File: config.mk
export PLATFORM = sky130hd
export DESIGN_NAME = elevador_escalonador_flat
export DESIGN_NICKNAME = d
export VERILOG_FILES = /design/src/rtl/elevador_escalonador_if.sv /design/src/rtl/elevador_escalonador.sv /design/src/flat_wrapper.sv
export SDC_FILE = /design/constraint.sdc
export NUM_CORES = 1
export LEC_CHECK = 0
export BUFFER_PORTS_ARGS = -buffer_cell sky130_fd_sc_hd__buf_2
export CORE_MARGIN = 2
export CORE_UTILIZATION = 25
export CTS_CLUSTER_DIAMETER = 40
export DETAILED_ROUTE_END_ITERATION = 16
export GPL_ROUTABILITY_DRIVEN = 0
export SYNTH_ARGS = -nofsm -noshare
export SYNTH_HDL_FRONTEND = slang
export SYNTH_SLANG_ARGS = --single-unit
File: constraint.sdc
create_clock -name clk -period 1.98 [get_ports clk]
set_input_delay 0.198 -clock clk [delete_from_list [all_inputs] [get_ports clk]]
set_output_delay 0.198 -clock clk [all_outputs]
set_load 0.1 [all_outputs]
File: src/rtl/elevador_escalonador_if.sv
// Elevator scheduler bus: floor calls and sensors in, car commands out.
interface elevador_escalonador_if #(
  parameter int N_FLOORS = 4,
  parameter int FW       = $clog2(N_FLOORS)
);
  logic [N_FLOORS-1:0] call_req;
  logic                door_block;
  logic                emerg;
  logic [FW-1:0]       floor;
  logic                motor_up;
  logic                motor_down;
  logic                door_open;
  logic                dir_up;
  logic [N_FLOORS-1:0] pending;
  logic                erro;

  modport master (
    output call_req,
    output door_block,
    output emerg,
    input  floor,
    input  motor_up,
    input  motor_down,
    input  door_open,
    input  dir_up,
    input  pending,
    input  erro
  );

  modport slave (
    input  call_req,
    input  door_block,
    input  emerg,
    output floor,
    output motor_up,
    output motor_down,
    output door_open,
    output dir_up,
    output pending,
    output erro
  );
endinterface

File: src/rtl/elevador_escalonador.sv
// SCAN call scheduler for one elevator car: latches calls, drives
// motor and door commands, tracks the floor and a sticky fault.
module elevador_escalonador #(
  parameter int N_FLOORS   = 4,
  parameter int MOVE_TICKS = 8,
  parameter int DOOR_TICKS = 6,
  parameter int BLOCK_MAX  = 64,
  parameter int FW         = $clog2(N_FLOORS)
) (
  input  logic                 clk,
  input  logic                 rst_n,
  elevador_escalonador_if.slave bus
);

  localparam int TMAX = (MOVE_TICKS > DOOR_TICKS) ?
                        MOVE_TICKS : DOOR_TICKS;
  localparam int CW = $clog2(TMAX);
  localparam int BW = $clog2(BLOCK_MAX);

  localparam logic [CW-1:0] MOVE_LAST = CW'(MOVE_TICKS - 1);
  localparam logic [CW-1:0] DOOR_LAST = CW'(DOOR_TICKS - 1);
  localparam logic [BW-1:0] BLK_LAST  = BW'(BLOCK_MAX - 1);
  localparam logic [N_FLOORS-1:0] ONE = N_FLOORS'(1);

  typedef enum logic [2:0] {
    S_IDLE,
    S_MOVE_UP,
    S_MOVE_DOWN,
    S_DOOR,
    S_FAULT
  } state_t;

  state_t              state_q;
  logic [FW-1:0]       floor_q;
  logic [N_FLOORS-1:0] pending_q;
  logic                dir_up_q;
  logic                motor_up_q;
  logic                motor_down_q;
  logic                door_open_q;
  logic                erro_q;
  logic [CW-1:0]       cnt_q;
  logic [BW-1:0]       blk_q;

  logic [N_FLOORS-1:0] pend_set_d;
  logic [FW-1:0]       floor_up_d;
  logic [FW-1:0]       floor_dn_d;
  logic [N_FLOORS-1:0] here_mask;
  logic [N_FLOORS-1:0] up_mask;
  logic [N_FLOORS-1:0] dn_mask;
  logic                call_here;
  logic                call_above;
  logic                call_below;
  logic                arr_up_here;
  logic                arr_up_ahead;
  logic                arr_dn_here;
  logic                arr_dn_ahead;

  function automatic logic any_above(
    input logic [N_FLOORS-1:0] p,
    input logic [FW-1:0]       f
  );
    logic r;
    r = 1'b0;
    for (int i = 0; i < N_FLOORS; i++)
      if (p[i] && (i > int'(f))) r = 1'b1;
    return r;
  endfunction

  function automatic logic any_below(
    input logic [N_FLOORS-1:0] p,
    input logic [FW-1:0]       f
  );
    logic r;
    r = 1'b0;
    for (int i = 0; i < N_FLOORS; i++)
      if (p[i] && (i < int'(f))) r = 1'b1;
    return r;
  endfunction

  always_comb begin
    pend_set_d   = pending_q | bus.call_req;
    floor_up_d   = floor_q + FW'(1);
    floor_dn_d   = floor_q - FW'(1);
    here_mask    = ONE << floor_q;
    up_mask      = ONE << floor_up_d;
    dn_mask      = ONE << floor_dn_d;
    call_here    = |(pending_q & here_mask);
    call_above   = any_above(pending_q, floor_q);
    call_below   = any_below(pending_q, floor_q);
    arr_up_here  = |(pending_q & up_mask);
    arr_up_ahead = any_above(pending_q, floor_up_d);
    arr_dn_here  = |(pending_q & dn_mask);
    arr_dn_ahead = any_below(pending_q, floor_dn_d);
  end

  always_ff @(posedge clk or negedge rst_n) begin
    if (!rst_n) begin
      state_q      <= S_IDLE;
      floor_q      <= '0;
      pending_q    <= '0;
      dir_up_q     <= 1'b1;
      motor_up_q   <= 1'b0;
      motor_down_q <= 1'b0;
      door_open_q  <= 1'b0;
      erro_q       <= 1'b0;
      cnt_q        <= '0;
      blk_q        <= '0;
    end else if (state_q != S_FAULT) begin
      pending_q <= pend_set_d;
      if (bus.emerg) begin
        // emergency wins over any arrival or door event this cycle
        state_q      <= S_FAULT;
        motor_up_q   <= 1'b0;
        motor_down_q <= 1'b0;
        erro_q       <= 1'b1;
      end else begin
        unique case (state_q)
          S_IDLE: begin
            cnt_q <= '0;
            if (call_here) begin
              state_q     <= S_DOOR;
              door_open_q <= 1'b1;
              blk_q       <= '0;
              pending_q   <= pend_set_d & ~here_mask;
            end else if (call_above && (dir_up_q || !call_below)) begin
              state_q    <= S_MOVE_UP;
              dir_up_q   <= 1'b1;
              motor_up_q <= 1'b1;
            end else if (call_below) begin
              state_q      <= S_MOVE_DOWN;
              dir_up_q     <= 1'b0;
              motor_down_q <= 1'b1;
            end
          end
          S_MOVE_UP: begin
            if (cnt_q == MOVE_LAST) begin
              cnt_q   <= '0;
              floor_q <= floor_up_d;
              if (arr_up_here) begin
                state_q     <= S_DOOR;
                motor_up_q  <= 1'b0;
                door_open_q <= 1'b1;
                blk_q       <= '0;
                pending_q   <= pend_set_d & ~up_mask;
              end else if (!arr_up_ahead) begin
                state_q    <= S_IDLE;
                motor_up_q <= 1'b0;
              end
            end else begin
              cnt_q <= cnt_q + CW'(1);
            end
          end
          S_MOVE_DOWN: begin
            if (cnt_q == MOVE_LAST) begin
              cnt_q   <= '0;
              floor_q <= floor_dn_d;
              if (arr_dn_here) begin
                state_q      <= S_DOOR;
                motor_down_q <= 1'b0;
                door_open_q  <= 1'b1;
                blk_q        <= '0;
                pending_q    <= pend_set_d & ~dn_mask;
              end else if (!arr_dn_ahead) begin
                state_q      <= S_IDLE;
                motor_down_q <= 1'b0;
              end
            end else begin
              cnt_q <= cnt_q + CW'(1);
            end
          end
          S_DOOR: begin
            // calls to this floor are absorbed while the door is open
            pending_q <= pend_set_d & ~here_mask;
            if (bus.door_block) begin
              cnt_q <= '0;
              if (blk_q == BLK_LAST) begin
                state_q <= S_FAULT;
                erro_q  <= 1'b1;
              end else begin
                blk_q <= blk_q + BW'(1);
              end
            end else begin
              blk_q <= '0;
              if (cnt_q == DOOR_LAST) begin
                state_q     <= S_IDLE;
                door_open_q <= 1'b0;
                cnt_q       <= '0;
              end else begin
                cnt_q <= cnt_q + CW'(1);
              end
            end
          end
          S_FAULT: begin
          end
        endcase
      end
    end
  end

  assign bus.floor      = floor_q;
  assign bus.motor_up   = motor_up_q;
  assign bus.motor_down = motor_down_q;
  assign bus.door_open  = door_open_q;
  assign bus.dir_up     = dir_up_q;
  assign bus.pending    = pending_q;
  assign bus.erro       = erro_q;

endmodule

File: src/flat_wrapper.sv
// flat-port wrapper written by rule: the top's interface ports become plain ports
module elevador_escalonador_flat 
#(
  parameter int N_FLOORS   = 4,
  parameter int MOVE_TICKS = 8,
  parameter int DOOR_TICKS = 6,
  parameter int BLOCK_MAX  = 64,
  parameter int FW         = $clog2(N_FLOORS)
)
  (clk, rst_n, bus_call_req, bus_door_block, bus_emerg, bus_floor, bus_motor_up, bus_motor_down, bus_door_open, bus_dir_up, bus_pending, bus_erro);
  elevador_escalonador_if #(.N_FLOORS(N_FLOORS), .FW(FW)) bus_i ();
  input  logic clk;
  input  logic rst_n;
  input wire logic [$bits(bus_i.call_req)-1:0] bus_call_req;
  input wire logic [$bits(bus_i.door_block)-1:0] bus_door_block;
  input wire logic [$bits(bus_i.emerg)-1:0] bus_emerg;
  output wire logic [$bits(bus_i.floor)-1:0] bus_floor;
  output wire logic [$bits(bus_i.motor_up)-1:0] bus_motor_up;
  output wire logic [$bits(bus_i.motor_down)-1:0] bus_motor_down;
  output wire logic [$bits(bus_i.door_open)-1:0] bus_door_open;
  output wire logic [$bits(bus_i.dir_up)-1:0] bus_dir_up;
  output wire logic [$bits(bus_i.pending)-1:0] bus_pending;
  output wire logic [$bits(bus_i.erro)-1:0] bus_erro;
  assign bus_i.call_req = bus_call_req;
  assign bus_i.door_block = bus_door_block;
  assign bus_i.emerg = bus_emerg;
  assign bus_floor = bus_i.floor;
  assign bus_motor_up = bus_i.motor_up;
  assign bus_motor_down = bus_i.motor_down;
  assign bus_door_open = bus_i.door_open;
  assign bus_dir_up = bus_i.dir_up;
  assign bus_pending = bus_i.pending;
  assign bus_erro = bus_i.erro;
  elevador_escalonador #(.N_FLOORS(N_FLOORS), .MOVE_TICKS(MOVE_TICKS), .DOOR_TICKS(DOOR_TICKS), .BLOCK_MAX(BLOCK_MAX), .FW(FW)) u_core (.clk(clk), .rst_n(rst_n), .bus(bus_i));
endmodule
==> metrics.csv <==
stage,metric,value,unit
run_status,status,finished with violations,
run_status,failing checks,negative setup slack,
final_layout,cell area after layout,0.00239,sq mm
timing,Max transition margin,64.1,%
logic_synthesis,number of synthesized flops with an enable pin,0,
clocking,CTS buffer count,3,
timing,final setup vio count,9,
detailed_routing,Via density,4.92,
final_layout,area added between synthesis and finish,36.3,%
worst_setup_path,worst-path cell chain,inv_6 -> ha_2 -> a22o_1 -> or2_1 -> a2bb2oi_1 -> o21ai_0 -> a21oi_1 -> mux2_4,
clocking,clk buf depth,2,
global_routing,first-pass GRT wire length,8130,um
global_routing,number of global-route vias before repair,1642,
logic_synthesis,sequential fraction of the synthesis area,32.9,%
clocking,CTS tree,built,
logic_synthesis,synthesized area,0.00175,sq mm
floorplan,Initial Utilization,25.8,%
detailed_routing,Final ANT Viol Nets,0,
worst_setup_path,Worst Setup Start Kind,flip-flop,
global_routing,initial antenna violation count,0,
logic_synthesis,Synth top area share,31.4,%
worst_setup_path,CP startpoint,u_core.bus.floor[1]$_DFFE_PN0P_,
logic_synthesis,post-synthesis xor/xnor area fraction,1.50,%
timing,TNS Setup,-0.668,ns
clocking,CTS sink cnt,23,
worst_setup_path,Levels on crit path,8,
worst_setup_path,R2R depth,8,
logic_synthesis,Main synth FF type,dfrtp_1,
power,worst vdd ir,0.000625,V
detailed_routing,total wire length,4970,um
logic_synthesis,Synth top cells by count,"dfrtp_1 (22), nor2_1 (21), nand2_1 (20), a21oi_1 (17), o21ai_0 (17)",
worst_setup_path,Reg2Reg Setup Slack,-0.13,ns
final_layout,Final Non-Filler Cells,357,
final_layout,antenna fix cells,0,
logic_synthesis,post-synthesis compound-gate area fraction,31.2,%
logic_synthesis,Synth area leaders,"dfrtp_1 (31%), ha_1 (8.6%), a21oi_1 (4.9%)",
logic_synthesis,"area fraction in and, or, nand and nor cells after synthesis",19.7,%
timing,Setup WS post-layout,-0.130,ns
logic_synthesis,largest family of logic cells by synthesized area,compound AO/OA/AOI/OAI gates,
clocking,"Clk Latency, worst-skew pair",0.27,ns
worst_setup_path,Setup CP Type,flip-flop to flip-flop,
placed_design,dpl hpwl,3750,um
final_layout,layout cells sized above 1,36.8,%
detailed_routing,wire length per cell,13.9,um
worst_setup_path,Worst path max stage delay,0.50,ns
worst_setup_path,CP max stage cell,dfrtp_4,
worst_setup_path,Crit. End Element,flip-flop,
power,PD cells,1230,mW/mm^2
logic_synthesis,"count leader, synth",dfrtp_1,
global_routing,overall routing resource usage,13.3,%
logic_synthesis,"flops & latches, synth",23,
timing,"Period Utilization, post-route",107,%
global_routing,pin count of the biggest net entering global routing,24,
clocking,CTS clock-pin slew for the worst setup and hold paths,0.09,ns
clocking,Root Driver,clkbuf_8,
floorplan,Die Y,87.8,um
detailed_routing,DRC viols,0,
floorplan,FP Rows,30,
timing,RSZ-0062 raised after global routing,true,
worst_setup_path,Bufs and invs on worst path,1,
worst_setup_path,Crit path required time,2.13,ns
power,leakage,0.990,nW
floorplan,I/O Pins,19,
timing,Slew @ Worst Pin,0.539,ns
timing,"Hold Vio Cnt, Final",0,
worst_setup_path,Worst R2R Start,u_core.bus.floor[1]$_DFFE_PN0P_,
detailed_routing,first-pass iteration count of the detailed router,4,
placed_design,total placed instance area,0.00222,sq mm
timing,clock skew,0.00960,ns
final_layout,Nets,282,
floorplan,Core Area,0.00679,sq mm
placed_design,# placed instances,349,
logic_synthesis,Syn. warnings,0,
logic_synthesis,post-synthesis mux area share,1.28,%
clocking,Max H-tree Level,1,
logic_synthesis,Syn Inst Count,210,
worst_setup_path,worst-path fanout max,8,
global_routing,GRT overflow,0,
worst_setup_path,Reg-to-Reg End,u_core.state_q[1]$_DFFE_PN0P_,
detailed_routing,initial drt markers,149,
placed_design,Port Buffers,18,
worst_setup_path,Worst Path Arrival,2.26,ns
logic_synthesis,adder-cell share of the synthesized area,8.56,%
logic_synthesis,Syn Nets,230,
floorplan,die width,87.8,um
detailed_routing,vias,1755,
logic_synthesis,Avg Inst Size Synth,8.35,sq um
worst_setup_path,critical path endpoint,u_core.state_q[1]$_DFFE_PN0P_,
run,MaxCap Viol Count,0,
timing,crit path time final,2.11,ns
worst_setup_path,gate family responsible for the most delay along the worst path,compound AO/OA/AOI/OAI gates,
timing,Slew Limit Fails,0,
timing,Fmax,474,MHz
logic_synthesis,Netlist cell types,54,
logic_synthesis,"area leader, netlist",dfrtp_1,
floorplan,Die ar.,0.00770,sq mm
logic_synthesis,ys async rst share,100,%
min_path,Hold Path Class,input port to flip-flop,
==> area by class of cell <==
cell class | instances | area [sq um]
Clock buffer | 3 | 41.3
Inverter | 11 | 48.8
Multi-Input combinational cell | 167 | 1210
Tap cell | 96 | 120
Sequential cell | 23 | 589
Fill cell | 706 | 4400
Timing Repair Buffer | 56 | 378
Clock inverter | 1 | 5.00
==> state kept, by name (all words and copies together), names as in the netlist, 2 cells and up <==
| register | cells |
|---|---|
| u_core.bus.floor | 2 |
| u_core.bus.pending | 4 |
| u_core.state_q | 3 |
| u_core.cnt_q | 3 |
| u_core.blk_q | 6 |
==> power by group <==
group,leakage (nW),switching [mW],internal [mW]
clock,0.0255,0.157,0.141
combinational,0.689,1.16,0.692
sequential,0.276,0.185,0.601
==> layout by cell type (no fill, tap or decap), drive strengths merged, types with 2 or more instances in the layout <==
| master | synthesis | layout |
|---|---|---|
| xnor2 | 2 | 2 |
| nand2b | 3 | 3 |
| and2 | 3 | 3 |
| clkbuf | 3 | 3 |
| nor4 | 2 | 2 |
| o21a | 5 | 5 |
| a222oi | 2 | 2 |
| nand2 | 20 | 20 |
| a22o | 3 | 3 |
| a21oi | 17 | 17 |
| ha | 12 | 12 |
| o31ai | 2 | 2 |
| nor2b | 2 | 2 |
| nor3b | 2 | 2 |
| nand4 | 2 | 2 |
| buf | 6 | 55 |
| mux2 | 2 | 2 |
| nor2 | 21 | 21 |
| or2 | 3 | 3 |
| o41ai | 2 | 2 |
| dfrtp | 22 | 22 |
| a21o | 2 | 2 |
| inv | 11 | 11 |
| a221oi | 3 | 3 |
| nand3 | 9 | 9 |
| and3 | 2 | 2 |
| a31oi | 3 | 3 |
| o21ai | 19 | 19 |
| a2bb2oi | 2 | 2 |
| o2111ai | 2 | 2 |
| a22oi | 5 | 5 |
==> metal layers <==
layer,vias up,track usage (%),part of all wire (%),routed length (um)
li1,878,-,-,-
met1,840,19.7,50,2490
met2,33,20.4,46,2270
met3,4,2.64,3.4,167
met4,0,2.10,0.81,40
met5,-,0,0,0
==> worst min path at each step <==
| stage | start | endpoint | slack [ns] | cells after the start |
|---|---|---|---|---|
| 6_report | bus_call_req[2] | u_core.bus.pending[2]$_DFFE_PN0N_ | 0.18 | 3 |
| 5_1_grt | bus_call_req[2] | u_core.bus.pending[2]$_DFFE_PN0N_ | 0.19 | 3 |
| 4_1_cts | bus_call_req[2] | u_core.bus.pending[2]$_DFFE_PN0N_ | 0.19 | 3 |
| 3_5_place_dp | rst_n | u_core.bus.erro$_DFFE_PN0P_ | 0.22 | 1 |
| 3_3_place_gp | rst_n | u_core.bus.erro$_DFFE_PN0P_ | 0.22 | 1 |
| 2_1_floorplan | rst_n | u_core.blk_q[0]$_DFFE_PN0P_ | -0.1 | 0 |
==> metrics by stage <==
| stage | total power [mW] | worst slack (ns) | utilization (%) | hold WS [ns] |
|---|---|---|---|---|
| finish | 2.94 | -0.130 | 35.2 | 0.185 |
| global route | 3.13 | -0.233 | 35.2 | 0.187 |
| CTS | 2.90 | -0.135 | 34.4 | 0.186 |
| detailed placement | 2.50 | -0.167 | 32.7 | 0.219 |
| global placement | 2.48 | -0.104 | 32.7 | 0.222 |
| floorplan | 2.00 | -0.228 | - | -0.0976 |
==> repair_timing <==
| item | in CTS | in global routing |
|---|---|---|
| hold buffers | 1 | 0 |
| endpoints found under the hold margin | 22 | 0 |
| setup endpoints to repair | 12 | 15 |
| gates resized for setup | 8 | 18 |
| pin swaps | 5 | 8 |
| buffers inserted | 4 | 0 |
==> worst reg2reg max path: cells and delay by family, from the launching register on <==
kind	cells	cell delay, ns
buf+inv	1	0.06
compound gates	4	0.72
fa+ha+maj	1	0.20
flops	1	0.50
simple gates	1	0.23
mux	1	0.27
==> logic make-up after synthesis <==
family,count (synthesis)
DFF,23
muxes,2
adders and majority gates,12
and+or+nand+nor,72
xor gates and xnor gates,3
AOI/OAI and AO/OA,78
buffers and inverters,20
Power figures use the tool's default switching activity.
